<file path="src/rtl/div_arbiter.sv">
// div_arbiter: round-robin share of one int_divider among N requesters; DIV_ARB_PAIR_EN adds complement-pair priority.
// Latency: issue is combinational (0 cycles); result is routed to the owner in the cycle div_valid_out rises.
// Backpressure: a stalled owner holds the divider result via div_ready_in; no other requester issues meanwhile.
module div_arbiter #(
  parameter int N = 2,
  parameter int W = 32
) (
  input  logic           clk,
  input  logic           reset,
  input  logic [N-1:0]   req_valid,
  output logic [N-1:0]   req_ready,
  input  logic [2*N-1:0] req_op,
  input  logic [W*N-1:0] req_a,
  input  logic [W*N-1:0] req_b,
  output logic [N-1:0]   resp_valid,
  input  logic [N-1:0]   resp_ready,
  output logic [W-1:0]   resp_y,
  output logic           div_valid_in,
  input  logic           div_ready_out,
  output logic [1:0]     div_op,
  output logic [W-1:0]   div_a,
  output logic [W-1:0]   div_b,
  input  logic           div_valid_out,
  output logic           div_ready_in,
  input  logic [W-1:0]   div_y
);
  localparam int IW = (N > 1) ? $clog2(N) : 1;

  typedef enum logic {IDLE, WAIT} state_t;

  state_t        state, state_nxt;
  logic [IW-1:0] owner, owner_nxt;
  logic [IW-1:0] rr_ptr, rr_ptr_nxt;
  logic [IW-1:0] grant;
  logic          grant_found;
  logic          pair_hit;
  logic          fire;
  logic          done;

`ifdef DIV_ARB_PAIR_EN
  logic [1:0]   last_op;
  logic [W-1:0] last_a;
  logic [W-1:0] last_b;
  logic         first_idle;

  // The issued operands equal the completed op's operands once the response handshakes.
  always_ff @(posedge clk) begin
    if (reset) begin
      first_idle <= 1'b0;
      last_op    <= '0;
      last_a     <= '0;
      last_b     <= '0;
    end else begin
      first_idle <= done;
      if (fire) begin
        last_op <= div_op;
        last_a  <= div_a;
        last_b  <= div_b;
      end
    end
  end

  assign pair_hit = first_idle && (state == IDLE) && req_valid[owner]
                 && (req_op[2*int'(owner) +: 2] == {~last_op[1], last_op[0]})
                 && (req_a[W*int'(owner) +: W] == last_a)
                 && (req_b[W*int'(owner) +: W] == last_b);
`else
  assign pair_hit = 1'b0;
`endif

  always_comb begin
    int idx;
    idx         = 0;
    grant       = '0;
    grant_found = 1'b0;
    for (int i = 0; i < N; i++) begin
      idx = int'(rr_ptr) + i;
      if (idx >= N) idx = idx - N;
      if (!grant_found && req_valid[idx]) begin
        grant       = IW'(idx);
        grant_found = 1'b1;
      end
    end
    if (pair_hit) grant = owner;
  end

  always_comb begin
    int gi;
    gi           = int'(grant);
    state_nxt    = state;
    owner_nxt    = owner;
    rr_ptr_nxt   = rr_ptr;
    req_ready    = '0;
    resp_valid   = '0;
    div_valid_in = 1'b0;
    div_op       = '0;
    div_a        = '0;
    div_b        = '0;
    div_ready_in = 1'b1;
    fire         = 1'b0;
    done         = 1'b0;
    resp_y       = div_y;
    if (!reset) begin
      case (state)
        IDLE: begin
          div_valid_in = |req_valid;
          if (grant_found) begin
            div_op           = req_op[2*gi +: 2];
            div_a            = req_a[W*gi +: W];
            div_b            = req_b[W*gi +: W];
            req_ready[grant] = div_ready_out;
          end
          fire = div_valid_in && div_ready_out;
          if (fire) begin
            owner_nxt = grant;
            state_nxt = WAIT;
            if (pair_hit)
              rr_ptr_nxt = rr_ptr;
            else if (grant == IW'(N-1))
              rr_ptr_nxt = '0;
            else
              rr_ptr_nxt = grant + 1'b1;
          end
        end
        WAIT: begin
          resp_valid[owner] = div_valid_out;
          div_ready_in      = resp_ready[owner];
          done              = div_valid_out && resp_ready[owner];
          if (done) state_nxt = IDLE;
        end
        default: state_nxt = IDLE;
      endcase
    end
  end

  always_ff @(posedge clk) begin
    if (reset) begin
      state  <= IDLE;
      owner  <= '0;
      rr_ptr <= '0;
    end else begin
      state  <= state_nxt;
      owner  <= owner_nxt;
      rr_ptr <= rr_ptr_nxt;
    end
  end

endmodule

</file>
<file path="config.mk">
export PLATFORM = sky130hd
export DESIGN_NAME = div_arbiter
export DESIGN_NICKNAME = d
export VERILOG_FILES = /design/src/rtl/div_arbiter.sv
export SDC_FILE = /design/constraint.sdc
export NUM_CORES = 1
export LEC_CHECK = 0
export CAP_MARGIN = 0
export CELL_PAD_IN_SITES_DETAIL_PLACEMENT = 0
export CELL_PAD_IN_SITES_GLOBAL_PLACEMENT = 2
export CORE_ASPECT_RATIO = 0.6
export CORE_MARGIN = 4
export CORE_UTILIZATION = 10
export CTS_BUF_LIST = sky130_fd_sc_hd__clkbuf_16
export CTS_CLUSTER_SIZE = 24
export DETAILED_ROUTE_END_ITERATION = 10
export PLACE_DENSITY = 0.89
export SLEW_MARGIN = 15
export SYNTH_ARGS = -nofsm -noshare
export SYNTH_HDL_FRONTEND = slang
export SYNTH_SLANG_ARGS = --single-unit
</file>
<file path="constraint.sdc">
create_clock -name clk -period 3.6 [get_ports clk]
set_clock_uncertainty 0.1 [all_clocks]
set_input_delay 0.9 -clock clk [delete_from_list [all_inputs] [get_ports clk]]
set_output_delay 0.9 -clock clk [all_outputs]
set_load 0.01 [all_outputs]
</file>
## Yosys cells after proc, flatten, opt, wreduce, memory -nomap -nowiden

Cells that the tools add are included.
W data, S select, Z words.

- $add $sub $neg: 4
- Order comparisons: 8
- Shifts and indexed selects: 3
- Mux-type cells: 40
- Bitwise gates (word level): 3
- Reduce and logical (&&, ||, !) cells: 8

Operator list:

| operator | count |
|---|---|
| $mux W32 | 8 |
| $shiftx A64 B7 Y32 | 2 |
| $lt A32 B3 Y1 const B | 2 |
| $mux W1 | 21 |
| $mux W2 | 8 |
| $logic_and A1 B1 Y1 | 5 |
| $and A2 B2 Y2 | 2 |
| $lt A1 B2 Y1 const B | 2 |
| $shiftx A4 B3 Y2 | 1 |
| $sub A1 B2 Y3 const B | 1 |
| $sub A2 B2 Y3 const B | 1 |
| $add A1 B1 Y2 const B | 1 |
| $demux W1 S1 | 2 |
| $ge A1 B1 Y1 const B | 2 |
| $ge A1 B2 Y1 const B | 1 |
| $ge A2 B2 Y1 const B | 1 |
| $pmux W1 S2 | 1 |
| $reduce_and A2 Y1 | 1 |
| $reduce_or A2 Y1 | 1 |
| $add A1 B1 Y1 const B | 1 |
| $logic_not A1 Y1 | 1 |
| $not A1 Y1 | 1 |

- Register bits after elaboration: 3
- Input bits: 172
- Output and inout bits: 104
- Logic and storage cells: 69

## Depth between registers and ports, before layout

- Depth in word-level cells: 17
- Gate-level depth with buffers: 6
- Depth with buffers taken out: 3

## Worst setup path before layout

Ideal clock, no wire load.

- Path type: input-to-output
- Start point: input port req_valid[0]
- End point: output port div_a[0]
- Arrival time: 1.732 ns
- Required time: 2.600 ns
- Slack: 0.868 ns
- Stages on the path: 6
- Path buffers: 3
- Path through: nor2b_4 -> buf_6 -> buf_6 -> buf_6 -> nand3b_1 -> a21oi_1

- Cells in the longest elaborated chain, start to end: 11
- Elaborated cells on any way between the ends: 16
- Classes of those cells: shift (1); mux (13); reduce/logical (2)

RTL lines:

| what | line | RTL |
|---|---|---|
| start, declared | 10 | `input logic [N-1:0] req_valid,` |
| $mux W1 (implied by the code) (3 in a row) | 79 | `if (!grant_found && req_valid[idx]) begin` |
| $mux W1 | 79 |  |
| $logic_not A1 Y1 | 79 |  |
| $logic_and A1 B1 Y1 | 79 |  |
| $mux W1 | 79 |  |
| $shiftx A64 B7 Y32 | 109 | `div_a = req_a[W*gi +: W];` |
| $mux W32 * | 107 | `if (grant_found) begin` |
| $mux W32 * | 104 | `case (state)` |
| $mux W32 * | 103 | `if (!reset) begin` |
| end, declared | 21 | `output logic [W-1:0] div_a,` |

Every way passes the cells marked *; elsewhere a longest branch is shown, timed or not. The select of a mux whose other input is x is not followed.

## Worst setup path after layout

- Start point: input port req_valid[0]
- End point: output port div_a[29]

The elaborated chain is that of the path after synthesis.

==> run_results.csv <==
group,metric,value,unit
clock_tree,cts_made_buffers,3,
routing,drtPass1Iterations,4,
sta,rsz0062_at_grt,"false",
pwr,p_int,457,µW
routing,antenna_left,0,
sta,setup_viol,0,
setup_path,cp_slowest_cell,"clkdlybuf4s50_1",
setup_path,critPathMaxFanout,50,
clock_tree,htreeDepth,1,
floorplanning,die_h,113,µm
global_routing,grtUsageTotal,7.32,%
synth,synthCells,294,
routing,vias,2727,
finish,drive_gt1_share,5.48,%
sta,max_slew.worst_pin.slew,297,ps
setup_path,cp-end-kind,"primary output",
clock_tree,cts.sinks,3,
routing,drtIter0Drc,78,
sta,setup-tns-final,0,ps
finish,antenna_cells,0,
global_routing,grt_start_max_net_pins,52,
finish,fillers,2035,
pwr,p_clk_share,25.1,%
setup_path,critPathMaxStageDelay,480,ps
synth,ys.flop_type,"dfxtp_1",
synth,synth_edf_count,0,
pwr,ir_drop,130,µV
synth,synth-async-reset-ratio,0,%
clock_tree,cts_setup_buffers,0,
synth,synth_top_area_share,26.8,%
sta,fmax,288,MHz
setup_path,arrival,2470,ps
routing,wire_per_inst,12.8,µm
setup_path,crit_required,2600,ps
sta,finalHoldViolCount,0,
pwr,sw_frac_of_total,33.2,%
pwr,powerDensity,172,mW/mm²
pwr,power_frac_comb,69.0,%
global_routing,grt_pass1_vias,2659,
floorplanning,die_w,184,µm
synth,yosysTopAreaCell,"nand3b_1",
clock_tree,path_clk_slew,30,ps
global_routing,grt_pass1_wl,13000,µm
clock_tree,clockBufferDepth,2,
synth,synth_warnings,0,
placement,portBuffers,211,
pwr,seqPwrFrac,5.8,%
clock_tree,clkLatencyLatePin,220,ps
sta,fin_crit,3470,ps
sta,maxSlewHeadroom,80.2,%
routing,drcViolationCount,0,
finish,register_area,60.1,µm²
synth,netlist_top_cells_count,"a21oi_1, nand3b_1, o21ai_0, buf_4, o21ai_1",
placement,gp_congestion,0.688,
floorplanning,start_util,10.2,%
floorplanning,ios,276,
worst_hold_path,min_path_type,"reg2reg",
synth,syn_area_per_cell,6.29,µm²
floorplanning,die-area,0.0208,mm²
setup_path,crit_chain,"clkdlybuf4s50_1 -> nor2b_4 -> buf_12 -> o21ai_0 -> a21oi_1 -> dlygate4sd2_1",
finish,multiInputGateArea,0.00130,mm²
synth,ys_seq_area_share,3.25,%
clock_tree,cts_tree,"done",
synth,ys_seq_elements,3,
floorplanning,placementRows,38,
placement,dp.final_hpwl,6790,µm
finish,final_nets,629,
synth,synth_area,0.00185,mm²
status,status,"finished clean",
clock_tree,cts_hold_buf,0,
sta,slew_viol_final,0,
global_routing,grt.overflow.total,0,
flow_run,cap_viol_max_count,0,
pwr,p_leak,0.00159,µW
sta,fin_crit_sh,96.4,%
finish,areaGrowthSynthToFinish,115,%
synth,netlist-cell-type-count,21,
setup_path,worstSetupStartpointType,"primary input",
synth,post-synth-top-count-cell,"a21oi_1",
finish,post-route-util,22.0,%
clock_tree,cts_root_buf,"clkbuf_16",
floorplanning,core-area,0.0181,mm²
routing,finalWirelength,8900,µm
clock_tree,ctsResizeCount,68,
setup_path,criticalPathCategory,"in2out",
synth,ys_top_cells_by_area,"nand3b_1, a21oi_1, buf_4",
pwr,p_sw,227,µW
synth,syn-num-nets,466,
routing,avgViaCountPerCell,3.92,
global_routing,antenna_found_initial,0,
## state kept, by name, summed over array words and instances (netlist names)
signal  flops
owner       1
rr_ptr      1
state       1
## kinds of logic (layout without fill, tap and decap cells)
group / Yosys count / after routing / share of synthesized area (%)
simple gates: 83 / 83 / 32.3
compound gates: 137 / 137 / 37.5
buf+inv: 70 / 232 / 26.4
flops: 3 / 3 / 3.25
mux: 1 / 1 / 0.541
## worst max-delay path: cells and delay by family
family | cells | cell delay (ps)
buffers and inverters | 3 | 1000
AO/OA/AOI/OAI | 2 | 300
AND/OR/NAND/NOR | 1 | 250
## metal layers
layer	track usage (%)	vias up	share of wire (%)
li1	-	1353	-
met1	9.12	1228	43
met2	12.7	144	44
met3	2.61	2	12
met4	0.645	0	0.21
met5	0	-	0
## layout by cell type (no fill, tap or decap), drive strengths merged, types with 4 or more instances in the layout
cell type,n
a21oi,68
buf,16
clkdlybuf4s50,142
dlygate4sd2,68
nand2,4
nand3b,66
nor2b,4
o21ai,67
## power groups by stage
stage	sequential, µW	clock, µW	combinational, µW
floorplan	39.4	0	251
global placement	40.3	0	518
detailed placement	40.1	0	515
CTS	39.9	176	480
global route	40.4	181	514
finish	39.9	172	473
## worst paths after layout
path / start / endpoint / slack [ps] / cells past startpoint
max reg2reg: rr_ptr$_SDFFE_PP0P_ / owner$_SDFFE_PP0P_ / 2300 / 5
min reg2reg: rr_ptr$_SDFFE_PP0P_ / rr_ptr$_SDFFE_PP0P_ / 480 / 2
max: req_valid[0] / div_a[29] / 130 / 6
min: rr_ptr$_SDFFE_PP0P_ / rr_ptr$_SDFFE_PP0P_ / 480 / 2
## metrics by stage
stage                     setup slack [ps]  hold WS (ps)  power [µW]  cells  cell area [µm²]
after global placement                -133           467         559    692             3990
after CTS                              102           480         695    696             3990
after detailed placement              -144           465         555    692             3990
final                                  131           476         685    696             3990
after global routing                  38.1           524         736    696             3990
after floorplan                        868           422         290    294             1850
## layout make-up
type	count	area share [%]
Inverter	2	0.188
Sequential cell	3	1.51
Multi-Input combinational cell	221	32.7
Timing Repair Buffer	226	56.1
Tap cell	240	7.54
Clock buffer	3	1.88
Clock inverter	1	0.0942
(Power assumes the default switching activity.)
